<file path="src/rtl/snake_pkg.sv">
// Shared snake types: game mode, move direction, round-sequencer state and helpers.
// Pure declarations; no logic, so no latency or backpressure of its own.
package snake_pkg;

    typedef enum logic [1:0] {
        MENU  = 2'd0,
        GAME  = 2'd1,
        SCORE = 2'd2
    } game_mode;

    // Encoding puts opposites two apart so a reversal is a single bit flip.
    typedef enum logic [1:0] {
        UP    = 2'd0,
        RIGHT = 2'd1,
        DOWN  = 2'd2,
        LEFT  = 2'd3
    } direction;

    typedef enum logic [2:0] {
        IDLE     = 3'd0,
        WAIT_DIR = 3'd1,
        MOVE     = 3'd2,
        COLLIDE  = 3'd3,
        POINT    = 3'd4,
        RESOLVE  = 3'd5,
        OVER     = 3'd6
    } round_state_e;

    localparam int MAX_PLAYERS = 8;

    function automatic direction opposite(input direction d);
        return direction'(d ^ 2'b10);
    endfunction

endpackage

</file>
<file path="src/rtl/dir_latch.sv">
// Per-player pending direction with reversal filter and a "got one this round" flag.
// Updates one cycle after the strobe; never stalls, a consume in the same cycle as a strobe keeps the flag.
module dir_latch
    import snake_pkg::*;
(
    input  logic     clk,
    input  logic     rst,
    input  logic     clear,
    input  logic     consume,
    input  logic     vld,
    input  direction dir,
    input  direction cur,
    input  logic     alive,
    output direction pending,
    output logic     got
);

    direction ref_dir;
    logic     accept;

    // When the pending value is being committed this cycle it becomes the new
    // heading, so a same-cycle strobe must be filtered against it instead.
    always_comb begin
        ref_dir = consume ? pending : cur;
        accept  = vld && alive;
    end

    always_ff @(posedge clk or negedge rst) begin
        if (!rst) begin
            pending <= RIGHT;
            got     <= 1'b0;
        end else if (clear) begin
            pending <= RIGHT;
            got     <= 1'b0;
        end else if (accept) begin
            got <= 1'b1;
            if (dir != opposite(ref_dir)) begin
                pending <= dir;
            end
        end else if (consume) begin
            got <= 1'b0;
        end
    end

endmodule

</file>
<file path="src/rtl/round_seq.sv">
// Per-tick game round controller: gather directions, then move -> collide -> point, then resolve result.
// Tick to move_start is 2 cycles when directions are in; each done pulse yields the next strobe 1 cycle later.
module round_seq
    import snake_pkg::*;
#(
    parameter int                     NUM_PLAYERS = 2,
    parameter int                     LOCAL_ID    = 0,
    parameter logic [NUM_PLAYERS-1:0] REMOTE_MASK = 'b10,
    parameter int unsigned            DIR_TIMEOUT = 1_000_000,
    parameter int                     RND_W       = 16
) (
    input  logic                   clk,
    input  logic                   rst,
    input  game_mode               mode,
    input  logic                   tick,
    input  direction               dir_in [NUM_PLAYERS],
    input  logic [NUM_PLAYERS-1:0] dir_valid,
    output direction               dir_out [NUM_PLAYERS],
    output logic                   move_start,
    output logic                   coll_start,
    output logic                   point_start,
    input  logic                   move_done,
    input  logic                   coll_done,
    input  logic                   point_done,
    input  logic [NUM_PLAYERS-1:0] alive_in,
    output logic [NUM_PLAYERS-1:0] alive,
    output logic                   won,
    output logic                   lost,
    output logic                   draw,
    output logic                   con_error,
    output logic                   tick_overrun,
    output logic [RND_W-1:0]       round_cnt
);

    localparam int TW = (DIR_TIMEOUT < 1) ? 1 : $clog2(DIR_TIMEOUT + 1);
    localparam logic [NUM_PLAYERS-1:0] OTHERS = ~(NUM_PLAYERS'(1) << LOCAL_ID);

    round_state_e           state;
    game_mode               mode_q;
    logic [TW-1:0]          timer;
    direction               pending [NUM_PLAYERS];
    logic [NUM_PLAYERS-1:0] got;
    logic [NUM_PLAYERS-1:0] required;
    logic                   in_game;
    logic                   game_start;
    logic                   covered;
    logic                   copy;
    logic                   l_alive;
    logic                   o_alive;

    always_comb begin
        in_game    = (mode == GAME);
        game_start = in_game && (mode_q != GAME);
        required   = REMOTE_MASK & alive;
        covered    = ((got & required) == required);
        copy       = in_game && !game_start && (state == WAIT_DIR) && covered;
        l_alive    = alive[LOCAL_ID];
        o_alive    = |(alive & OTHERS);
    end

    for (genvar i = 0; i < NUM_PLAYERS; i++) begin : g_lat
        dir_latch u_lat (
            .clk     (clk),
            .rst     (rst),
            .clear   (game_start),
            .consume (copy),
            .vld     (dir_valid[i]),
            .dir     (dir_in[i]),
            .cur     (dir_out[i]),
            .alive   (alive[i]),
            .pending (pending[i]),
            .got     (got[i])
        );
    end

    always_ff @(posedge clk or negedge rst) begin
        if (!rst) begin
            state        <= IDLE;
            mode_q       <= MENU;
            timer        <= '0;
            move_start   <= 1'b0;
            coll_start   <= 1'b0;
            point_start  <= 1'b0;
            tick_overrun <= 1'b0;
            alive        <= '1;
            won          <= 1'b0;
            lost         <= 1'b0;
            draw         <= 1'b0;
            con_error    <= 1'b0;
            round_cnt    <= '0;
            for (int i = 0; i < NUM_PLAYERS; i++) dir_out[i] <= RIGHT;
        end else begin
            mode_q       <= mode;
            move_start   <= 1'b0;
            coll_start   <= 1'b0;
            point_start  <= 1'b0;
            tick_overrun <= 1'b0;

            if (game_start) begin
                state     <= IDLE;
                timer     <= '0;
                alive     <= '1;
                won       <= 1'b0;
                lost      <= 1'b0;
                draw      <= 1'b0;
                con_error <= 1'b0;
                round_cnt <= '0;
                for (int i = 0; i < NUM_PLAYERS; i++) dir_out[i] <= RIGHT;
            end else if (!in_game) begin
                // Leaving the game aborts the round silently; results stay visible.
                state <= IDLE;
            end else begin
                if (tick && state != IDLE) tick_overrun <= 1'b1;

                case (state)
                    IDLE: begin
                        if (tick) begin
                            state <= WAIT_DIR;
                            timer <= TW'(DIR_TIMEOUT);
                        end
                    end
                    WAIT_DIR: begin
                        if (copy) begin
                            for (int i = 0; i < NUM_PLAYERS; i++) dir_out[i] <= pending[i];
                            move_start <= 1'b1;
                            state      <= MOVE;
                        end else if (timer == '0) begin
                            con_error <= 1'b1;
                            state     <= OVER;
                        end else begin
                            timer <= timer - 1'b1;
                        end
                    end
                    MOVE: begin
                        if (move_done) begin
                            coll_start <= 1'b1;
                            state      <= COLLIDE;
                        end
                    end
                    COLLIDE: begin
                        if (coll_done) begin
                            alive       <= alive & alive_in;
                            point_start <= 1'b1;
                            state       <= POINT;
                        end
                    end
                    POINT: begin
                        if (point_done) state <= RESOLVE;
                    end
                    RESOLVE: begin
                        if (round_cnt != {RND_W{1'b1}}) round_cnt <= round_cnt + 1'b1;
                        if (!l_alive && !o_alive) begin
                            draw  <= 1'b1;
                            state <= OVER;
                        end else if (l_alive && !o_alive) begin
                            won   <= 1'b1;
                            state <= OVER;
                        end else if (!l_alive) begin
                            lost  <= 1'b1;
                            state <= OVER;
                        end else begin
                            state <= IDLE;
                        end
                    end
                    OVER: begin
                        state <= OVER;
                    end
                    default: state <= IDLE;
                endcase
            end
        end
    end

endmodule
</file>
<file path="config.mk">
export PLATFORM = sky130hd
export DESIGN_NAME = round_seq
export DESIGN_NICKNAME = d
export VERILOG_FILES = /design/src/rtl/snake_pkg.sv /design/src/rtl/dir_latch.sv /design/src/rtl/round_seq.sv
export SDC_FILE = /design/constraint.sdc
export NUM_CORES = 1
export LEC_CHECK = 0
export CAP_MARGIN = 20
export CELL_PAD_IN_SITES_DETAIL_PLACEMENT = 1
export CELL_PAD_IN_SITES_GLOBAL_PLACEMENT = 2
export CORE_ASPECT_RATIO = 1.5
export CORE_UTILIZATION = 38
export DETAILED_ROUTE_END_ITERATION = 12
export PLACE_DENSITY_LB_ADDON = 0.12
export SLEW_MARGIN = 0
export SYNTH_ARGS = -nofsm -noshare
export SYNTH_HDL_FRONTEND = slang
export SYNTH_HIERARCHICAL = 1
export SYNTH_SLANG_ARGS = --single-unit
</file>
<file path="constraint.sdc">
create_clock -name clk -period 4 [get_ports clk]
set_input_delay 0.4 -clock clk [delete_from_list [all_inputs] [get_ports clk]]
set_output_delay 0.4 -clock clk [all_outputs]
set_load 0.03 [all_outputs]
</file>
==> flow_metrics.tcl <==
set metrics [dict create \
    row_count 42 \
    cellPowerDensity_mw_per_mm2 399 \
    antenna_found_initial 0 \
    ff_latch_area_mm2 0.00151 \
    post-route-period-util_pct 73.4 \
    postLayoutCoreUtil_pct 49.2 \
    gp_congestion 0.830 \
    io_pins 46 \
    via_per_inst 6.11 \
    synth_area_mm2 0.00356 \
    ys.warnings.count 6 \
    fillers 1037 \
    final_layout_size_suffix_gt1_share_pct 10.1 \
    crit_type "register to register" \
    grt_pass1_vias 3416 \
    clk_latency_ns 0.33 \
    timing.hold.ws_ns 0.411 \
    crit_slowest_cell "nor3b_2" \
    h-tree-depth 3 \
    overflow 0 \
    status "finished clean" \
    die_y_um 121 \
    grt_start_max_net_pins 43 \
    clock-root-buffer "clkbuf_16" \
    cellLeakagePower_nw 1.80 \
    dp_hpwl_mm 7.33 \
    die_w_um 81.0 \
    arrival_ns 3.13 \
    multi_input_area_mm2 0.00189 \
    timing.final.ws_setup_ns 1.06 \
    clk_pin_slew_ns 0.05 \
    clock_path_buffers 2 \
    crit_path_max_incr_delay_ns 0.64 \
    dp_slack_ns 0.809 \
    cts-buffers-inserted 9 \
    ant_nets 0 \
    grt_first_pass_wirelength_mm 17.5 \
    finalNetCount 439 \
    globalRouteTotalUtil_pct 23.8 \
    cts_setup_buffers 0 \
    slew_violations 0 \
    drc 0 \
    timing.rr.start "state[2]" \
    first_pass_iters 4 \
    hold_path.class "input pin to async pin" \
    fmax_ghz 0.340 \
    synthToLayoutAreaGrowth_pct 23.6 \
    worst_pin_slew_ns 0.822 \
    start_kind "register" \
    finalHoldViolCount 0 \
    rr_endpoint "g_lat[1].u_lat/pending[1]" \
    drtIter0Drc 127 \
    postRouteWirelength_mm 10.5 \
    slew_headroom_pct 44.8 \
    rrSetupSlack_ns 1.06 \
    cp_top_family "simple AND/OR/NAND/NOR gates" \
    fin_tns_setup_ns 0 \
    power.total_mw 1.76 \
    ir_drop_mv 0.221 \
    die-area_mm2 0.00976 \
    vias 3269 \
    syn_area_per_cell_um2 9.44 \
    path_max_fanout 23 \
    syn_inst 377 \
    r2r_cells 7 \
    initial_core_util_pct 39.8 \
    io_buffers 45 \
    crit_chain "nor3b_2 -> nand3_1 -> inv_1 -> nor3b_1 -> o32a_1 -> o31ai_1 -> a21oi_1" \
    setup_viol 0 \
    critPathCaptureType "register" \
    period_needed_ns 2.94 \
    cts_tree "yes" \
    max_cap_viol_count 0 \
    rsz0062_at_grt "no" \
    path_buf_inv 1 \
    post_drt_wl_per_cell_um 19.6 \
    cts_num_sinks 60 \
    worstSetupStartpoint "state[2]" \
    cp_data_required_time_ns 4.19 \
    diodes 0 \
    synth_nets 396 \
    coreArea_mm2 0.00893 \
    finalClockSkew_ns 0.00571 \
]
placed cells by master, fill, tap and decap left out, types with 5 or more instances in the layout:
master	n
a21oi_1	27
a31oi_1	15
and4_1	5
buf_4	7
clkbuf_16	9
clkdlybuf4s50_1	44
dfrtp_1	54
dfstp_2	6
inv_1	8
mux2i_1	5
nand2_1	25
nand2b_1	6
nand3_1	11
nand4_1	8
nor2_1	28
nor2b_1	6
nor3_1	15
nor3b_1	8
o21ai_0	8
o22a_1	8
o31ai_1	20
or3_1	5
or4_1	11
xnor2_1	7
worst register-to-register path, delay by kind of cell, from the launching register on:
| family | cells | cell delay [ns] |
|---|---|---|
| AO/OA/AOI/OAI | 3 | 0.62 |
| buffers and inverters | 1 | 0.57 |
| flip-flops | 1 | 0.53 |
| AND/OR/NAND/NOR | 3 | 1.08 |
power by group:
group | leakage [nW] | internal (mW) | switching (mW) | total, mW
clock | 0.155 | 0.511 | 0.273 | 0.784
sequential | 0.772 | 0.650 | 0.0524 | 0.702
combinational | 0.875 | 0.107 | 0.163 | 0.270
total | 1.80 | 1.27 | 0.489 | 1.76
registers in the layout, summed over array words and instances (netlist names):
signal               count
lost                     1
tick_overrun             1
dir_out                  4
point_start              1
alive                    2
state                    3
round_cnt               16
draw                     1
move_start               1
mode_q                   2
g_lat.u_lat/got          1
won                      1
timer                   20
g_lat.u_lat/pending      4
coll_start               1
con_error                1
per-layer routing:
layer  GRT usage, %  wire (um)
met5              0          0
met4           10.4        207
met3           4.68        281
met2           41.8       5660
met1           27.4       4320
metrics by stage:
step / cells / cell area [um^2]
detailed placement: 517 / 4060
global route: 535 / 4400
global placement: 517 / 4060
finish: 535 / 4400
CTS: 533 / 4370
floorplan: 377 / 3560
worst max-delay path by stage:
stage / slack (ns) / depth (start not counted) / to
floorplan: 1.65 / 8 / round_cnt[0]
global placement: 0.86 / 9 / g_lat[1].u_lat/pending[1]
detailed placement: 0.81 / 9 / g_lat[1].u_lat/pending[1]
CTS: 1.08 / 7 / g_lat[1].u_lat/pending[1]
global route: 0.76 / 7 / g_lat[0].u_lat/pending[1]
finish: 1.06 / 7 / g_lat[1].u_lat/pending[1]
layout make-up:
cell class                      instances  share of cell area (%)
Clock buffer                           11                    5.75
Clock inverter                          5                    1.14
Inverter                                8                   0.683
Multi-Input combinational cell        287                    43.0
Sequential cell                        60                    34.3
Tap cell                              110                    3.13
Timing Repair Buffer                   54                    12.0
what timing repair did:
item	4_1_cts	5_1_grt
hold buffers	0	1
gates resized for setup	0	0
endpoints found under the hold margin	0	3
Note: power is estimated with default switching activity, not from simulation.
